--- src/rtl/tap_result_fifo.sv ---
// Buffers tap vectors captured on `found` and drains each one as a bit-serial, MSB-first frame.
// Optional macro TAP_FRAME_CRC_EN appends a CRC-8 (poly 0x07, init 0x00) after the data bits.
module tap_result_fifo #(
  parameter int NUM_OF_TAPS = 15,
  parameter int DEPTH       = 4
) (
  input  logic                         clk,
  input  logic                         res,
  input  logic                         found,
  input  logic [NUM_OF_TAPS*8-1:0]     taps,
  input  logic                         ser_ready,
  output logic                         ser_valid,
  output logic                         ser_dout,
  output logic                         ser_last,
  output logic [$clog2(DEPTH+1)-1:0]   count,
  output logic                         full,
  output logic                         empty,
  output logic                         overflow
);

  localparam int W    = NUM_OF_TAPS * 8;
  localparam int PW   = $clog2(DEPTH);
  localparam int CW   = $clog2(W);
  localparam int CNTW = $clog2(DEPTH + 1);
  localparam logic [CW-1:0] LAST_BIT = CW'(W - 1);

`ifdef TAP_FRAME_CRC_EN
  typedef enum logic [1:0] {IDLE, SHIFT, CRC} state_t;
`else
  typedef enum logic [1:0] {IDLE, SHIFT} state_t;
  localparam logic [CW-1:0] PRE_LAST = CW'(W - 2);
`endif

  state_t          state;
  logic [W-1:0]    mem [DEPTH];
  logic [PW-1:0]   wr_ptr;
  logic [PW-1:0]   rd_ptr;
  logic [W-1:0]    shreg;
  logic [CW-1:0]   bitcnt;
  logic            pop;
  logic            push;

  assign full  = (count == CNTW'(DEPTH));
  assign empty = (count == '0);
  // A pop frees a slot on the same edge, so a push into a full FIFO is still accepted then.
  assign pop   = (state == IDLE) && !empty;
  assign push  = found && (!full || pop);
  // The outgoing bit is always the top of the shift register (data, then CRC when enabled).
  assign ser_dout = shreg[W-1];

  always_ff @(posedge clk) begin
    if (push) mem[wr_ptr] <= taps;
  end

  always_ff @(posedge clk or negedge res) begin
    if (!res) begin
      wr_ptr   <= '0;
      rd_ptr   <= '0;
      count    <= '0;
      overflow <= 1'b0;
    end else begin
      if (push) wr_ptr <= wr_ptr + 1'b1;
      if (pop)  rd_ptr <= rd_ptr + 1'b1;
      if (found && !push) overflow <= 1'b1;
      if (push && !pop)      count <= count + CNTW'(1);
      else if (!push && pop) count <= count - CNTW'(1);
    end
  end

`ifdef TAP_FRAME_CRC_EN
  logic [7:0] crc;
  logic [7:0] crc_next;
  logic       crc_fb;
  assign crc_fb   = crc[7] ^ shreg[W-1];
  assign crc_next = {crc[6:0], 1'b0} ^ (crc_fb ? 8'h07 : 8'h00);
`endif

  always_ff @(posedge clk or negedge res) begin
    if (!res) begin
      state     <= IDLE;
      shreg     <= '0;
      bitcnt    <= '0;
      ser_valid <= 1'b0;
      ser_last  <= 1'b0;
`ifdef TAP_FRAME_CRC_EN
      crc       <= 8'h00;
`endif
    end else begin
      case (state)
        IDLE: begin
          if (!empty) begin
            shreg     <= mem[rd_ptr];
            bitcnt    <= '0;
            state     <= SHIFT;
            ser_valid <= 1'b1;
            ser_last  <= 1'b0;
`ifdef TAP_FRAME_CRC_EN
            crc       <= 8'h00;
`endif
          end
        end
        SHIFT: begin
          if (ser_ready) begin
            bitcnt <= bitcnt + 1'b1;
`ifdef TAP_FRAME_CRC_EN
            crc <= crc_next;
            if (bitcnt == LAST_BIT) begin
              // Load the finished CRC into the top of the shift register for the trailer.
              shreg  <= {crc_next, {(W-8){1'b0}}};
              bitcnt <= '0;
              state  <= CRC;
            end else begin
              shreg <= shreg << 1;
            end
`else
            shreg    <= shreg << 1;
            ser_last <= (bitcnt == PRE_LAST);
            if (bitcnt == LAST_BIT) begin
              state     <= IDLE;
              ser_valid <= 1'b0;
              ser_last  <= 1'b0;
            end
`endif
          end
        end
`ifdef TAP_FRAME_CRC_EN
        CRC: begin
          if (ser_ready) begin
            shreg    <= shreg << 1;
            bitcnt   <= bitcnt + 1'b1;
            ser_last <= (bitcnt == CW'(6));
            if (bitcnt == CW'(7)) begin
              state     <= IDLE;
              ser_valid <= 1'b0;
              ser_last  <= 1'b0;
            end
          end
        end
`endif
        default: state <= IDLE;
      endcase
    end
  end

endmodule

--- config.mk ---
export PLATFORM = sky130hd
export DESIGN_NAME = tap_result_fifo
export DESIGN_NICKNAME = d
export VERILOG_FILES = /design/src/rtl/tap_result_fifo.sv
export SDC_FILE = /design/constraint.sdc
export NUM_CORES = 1
export LEC_CHECK = 0
export BUFFER_PORTS_ARGS = -buffer_cell sky130_fd_sc_hd__buf_4
export CAP_MARGIN = 20
export CORE_MARGIN = 4
export CORE_UTILIZATION = 30
export DETAILED_ROUTE_END_ITERATION = 16
export PLACE_DENSITY = 0.58
export SLEW_MARGIN = 10
export SYNTH_ARGS = -nofsm -noshare
export SYNTH_HDL_FRONTEND = slang
export SYNTH_SLANG_ARGS = --single-unit
--- constraint.sdc ---
create_clock -name clk -period 3.9 [get_ports clk]
set_input_delay 0.195 -clock clk [delete_from_list [all_inputs] [get_ports clk]]
set_output_delay 0.195 -clock clk [all_outputs]
set_load 0.01 [all_outputs]
After elaboration in Yosys (flattened, before gate mapping) --
Memories as Yosys holds them, arrays and structs flattened. Index checks and enable logic that the tools add are counted. Widths: inputs -> output; s select.
Storage, ports and cells: memories 1, logic and storage cells 61, bits in writable memories 480, register bits 139
Memory list:
- mem | words 4, width 120, read ports 1, clocked after Yosys merged registers in 0, write ports 1, RTL line 35 | logic [W-1:0] mem [DEPTH];
Operators by class: muxes and demuxes 22, reductions and logical operators 17, add/sub/neg operators 5, equality and inequality tests 7
Operators with widths (count):
- $mux 120 | 2
- $pmux 120 s2 | 1
- $eq 7x7->1 const B | 2
- $mux 7 | 2
- $pmux 7 s2 | 1
- $mux 1 | 8
- $add 7x1->7 const B | 1
- $mux 2 | 3
- $mux 3 | 2
- $ne 2x2->1 const B | 3
- $reduce_and 3->1 | 2
- $logic_and 1x1->1 | 5
- $add 2x1->2 const B | 2
- $logic_not 1->1 | 4
- $pmux 1 s2 | 2
- $pmux 2 s2 | 1
- $reduce_and 4->1 | 1
- $reduce_bool 2->1 | 2
- $add 3x1->3 const B | 1
- $eq 3x3->1 const B | 1
- $logic_not 3->1 | 1
- $sub 3x1->3 const B | 1
- $eq 2x1->1 const B | 1
- $logic_not 2->1 | 1
- $logic_or 1x1->1 | 1

Longest topological paths before layout --
depth after elaboration 9, mapped depth 11, mapped depth without buffers 10

Worst setup path before layout --
Ideal clock, no wire load.
kind flip-flop to flip-flop, start register, netlist name ser_valid, end memory mem[0][0] (netlist bit), enable pin, stages on the path, launching flop included 5, setup slack -447 ps, clock period less this slack 4347 ps, buffers on the path 2, setup time 493 ps, arrival 3854 ps, data required time 3407 ps, cell sequence dfrtp_1 > buf_6 > buf_2 > a21boi_1 > and2_1
RTL lines (RTL line):
- end: declaration | 35

Worst setup path after layout --
start register count[2], end output port empty
Between the ends: longest elaborated chain between the ends 1
Ends and longest elaborated chain:
- start: declaration | RTL line 15 | output logic [$clog2(DEPTH+1)-1:0] count,
- start signal: assignment | RTL line 65 | if (push && !pop) count <= count + CNTW'(1);
- start signal: assignment | RTL line 66 | else if (!push && pop) count <= count - CNTW'(1);
- $logic_not 3->1 | RTL line 44 | assign empty = (count == '0);
- end: declaration | RTL line 17 | output logic empty,
No other way between the ends.

==> results.toml <==
[cells_and_area]
num-nets-final = 1701
postLayoutCellArea_mm2 = 0.0298
multi_input_comb_area_mm2 = 0.00613
area.growth.synth_to_final_pct = 22.2
ff_latch_area_mm2 = 0.0179
final_layout_size_suffix_gt1_frac = 0.219
filler_cell_count = 7359

[global_route]
total_routing_usage_reported_by_global_routing = 0.129
grt_use_met1 = 0.179
grt_overflow = 0
grt_util_met3 = 0.0221
global_route.peak_usage_layer = "met2"
grt_pass1_wl_um = 86000
first_global_vias = 13600
number_of_antenna_violations_at_the_first_check_in_global_routing = 6
grt_util_met2 = 0.212
grt_start_max_net_pins = 122

[drt]
antenna_left = 0
routed_wire_length_per_instance_um = 21.0
drt_iter0_drc = 979
drt-vias-per-instance = 4.91
detailedRoute.firstPassIterationCount = 4
vias = 13200
finalWirelength_um = 56300
remaining_drc_errors = 0

[run]
maxCapViolations = 0

[sta]
final_hold_fails = 0
slew_headroom = 0.256
setup-tns-final_ns = 0
setup-violations-final = 0
achievable-frequency_ghz = 0.335
finalCritPeriodShare = 0.766
clock_skew_ns = 0.0269
slew_violations = 0
post-route-min-period_ns = 2.99
max_slew.worst_pin.slew_ns = 1.12
grt_setup_unrepaired = "false"

[setup_path]
start_kind = "register"
path_cells = "or3_2 > buf_4 > inv_2 > buf_4 > buf_4"
timing.critical_path.to_type = "output port"
critPathKind = "register to output port"
timing.critical_path.mode_cell = "buf_4"
cell_at_the_slowest_stage_of_the_critical_path = "buf_4"
cp_top_family = "buffers and inverters"
worst_ep_arrival_ns = 2.79
timing.critical_path.fanout_max = 55
critPathBufInv = 4
critical_path_required_ns = 3.70
max_stage_delay_ns = 0.50

[yosys]
post_synth_num_cell_types = 46
synth.net_count = 1459
count_of_flip_flops_with_a_built_in_enable_after_synthesis = 480
synth-warning-count = 0
ys_top_cells_by_area = "edfxtp_1, dfrtp_1, mux2i_1"
leading_area_contributor_after_synthesis = "edfxtp_1"
synth-main-ff-cell = "edfxtp_1"
synth_seq_area_share = 0.731
mappedNetlistArea_mm2 = 0.0244
postSynthCellCount = 1327
top_cell_type_s_share_of_synthesized_area = 0.591
syn_avg_cell_area_um2 = 18.4
ys_async_sr_fraction = 0.222
ys_ff_latch = 617

[clock_tree]
clkSinkCount = 617
cts-buffers-inserted = 59
postCtsSetupBuffers = 0
htree_num_levels = 2
clkSlewWorstSetupHoldPaths_ns = 0.06
cts_tree = "built"
clockBufferDepth = 3
worstSkewPairLatency_ns = 0.63
clk_root_buffer_cell = "clkbuf_16"

[status]
outcome = "completed"

[placement]
gp_congestion = 0.727
placement.io_buffers = 132
place.detailed.hpwl_um = 32400
dpl_cell_area_mm2 = 0.0266

[power]
switching_share = 0.257
p_leak_nw = 11.1
power.ir.vdd_worst_mv = 0.388
clockPowerShare = 0.330
seq_power_share = 0.515
combPwrFrac = 0.155
cell_internal_pwr_mw = 13.0
cellPowerDensity_mw_per_mm2 = 586
switchingPower_mw = 4.49

[floorplanning]
die-area_mm2 = 0.0860
core.rowCount = 104
core_area_mm2 = 0.0805
io_pins = 133
die_w_um = 293
initial_core_util = 0.303
die_extent_in_y_um = 293

[min_path]
worst_min_path_class = "input pin to register"
==> sequential cells by signal (all words and copies together), names as in the netlist <==
name and count:
count 3, ser_valid 1, shreg 120, mem 480
rd_ptr 2, bitcnt 7, wr_ptr 2, overflow 1
ser_last 1
==> path summary, 6_finish.rpt <==
check	startpoint	slack (ns)	end	cells past startpoint
max	count[2]	0.91	empty	5
min	ser_ready	0.08	ser_valid	3
max reg2reg	count[2]	1.17	count[2]	11
min reg2reg	bitcnt[6]	0.48	bitcnt[6]	1
max in group asynchronous	res	2.78	shreg[24]	3
min in group asynchronous	res	0.25	shreg[110]	2
==> metrics by stage <==
step | hold slack (ns) | util | instances | worst slack [ns] | power [mW]
after global routing | 0.0984 | 0.370 | 2682 | 0.817 | 18.2
after CTS | 0.0343 | 0.370 | 2680 | 0.855 | 17.7
final | 0.0792 | 0.370 | 2684 | 0.913 | 17.5
after detailed placement | 0.371 | 0.330 | 2446 | 1.15 | 11.8
after floorplan | -0.101 | - | 1327 | 0.868 | 10.7
after global placement | 0.371 | 0.330 | 2446 | 1.17 | 11.7
==> layout make-up <==
| type | count | area share |
|---|---|---|
| sequential | 617 | 0.599 |
| clock buffer | 77 | 0.0535 |
| tap | 1060 | 0.0445 |
| inverter | 6 | 0.000755 |
| clock inverter | 35 | 0.0132 |
| multi-input combinational | 608 | 0.206 |
| timing repair buffer | 277 | 0.0835 |
| antenna | 4 | 0.000336 |
==> logic make-up (layout without fill, tap and decap cells) <==
logic type      count (synthesis)  count (layout)  synth area share
other cells                     0               4                 0
buf+inv                       102             395            0.0195
simple gates                  123             123            0.0300
fa+ha+maj                       8               8           0.00441
compound gates                250             250            0.0871
xor+xnor                        7               7           0.00251
flops                         617             617             0.731
mux                           220             220             0.125
==> cells in the mapped netlist (2+ instances only) <==
master,number
mux2i_1,130
a22oi_1,32
edfxtp_1,480
o211ai_1,2
a211o_1,54
and2_1,5
mux4_2,56
ha_1,7
inv_1,6
mux2_2,5
nand3_1,2
nor3b_1,56
xnor2_1,3
nor2_1,4
nand2b_1,2
dfrtp_1,137
nand2_1,42
nor3_1,2
mux2_4,29
buf_2,27
clkbuf_1,57
buf_6,3
nor2b_1,2
o22ai_1,2
a22o_1,87
o21ai_0,2
buf_4,4
buf_1,3
o2bb2ai_1,32
xor2_1,4
or3_1,2
o221ai_1,33
buf_8,2
==> placed cells by master (no fill, tap or decap), drive strengths merged, types with 6 or more instances in the layout <==
| cell | Yosys | layout |
|---|---|---|
| a211o | 54 | 54 |
| a22o | 87 | 87 |
| a22oi | 32 | 32 |
| and2 | 6 | 6 |
| buf | 39 | 155 |
| bufinv | 0 | 6 |
| clkbuf | 57 | 77 |
| clkinv | 0 | 25 |
| dfrtp | 137 | 137 |
| dlygate4sd3 | 0 | 122 |
| edfxtp | 480 | 480 |
| ha | 7 | 7 |
| inv | 6 | 7 |
| mux2 | 34 | 34 |
| mux2i | 130 | 130 |
| mux4 | 56 | 56 |
| nand2 | 42 | 42 |
| nor3b | 56 | 56 |
| o221ai | 33 | 33 |
| o2bb2ai | 32 | 32 |
==> metal layers <==
| metal | vias up | wire, um | share of wire |
|---|---|---|---|
| li1 | 5894 | - | - |
| met1 | 6910 | 25700 | 0.46 |
| met2 | 290 | 27400 | 0.49 |
| met3 | 81 | 2160 | 0.038 |
| met4 | 6 | 1030 | 0.018 |
| met5 | - | 34 | 0.00060 |
==> power groups by stage <==
stage          sequential [mW]  clock (mW)  combinational [mW]
2_1_floorplan             9.02           0                1.68
3_3_place_gp              9.07           0                2.64
3_5_place_dp              9.13           0                2.67
4_1_cts                   9.00        5.92                2.79
5_1_grt                   9.11        6.19                2.95
6_report                  9.00        5.76                2.72
==> timing repair <==
item / in CTS / in global routing
gates resized for setup: 0 / 0
hold endpoints to repair: 565 / 0
hold buffers: 122 / 0
setup endpoints to repair: 0 / 0
==> worst reg2reg max path, stage by stage (launching register included) <==
cell and delay, ns:
dfrtp_1 0.43, or3_2 0.49, buf_4 0.33, inv_2 0.17
nor2_4 0.04, inv_1 0.12, ha_1 0.20, inv_1 0.07
fa_1 0.38, xor2_1 0.17, nor2_1 0.11, xor2_1 0.16
No activity file was read; power rests on OpenSTA's default activity.
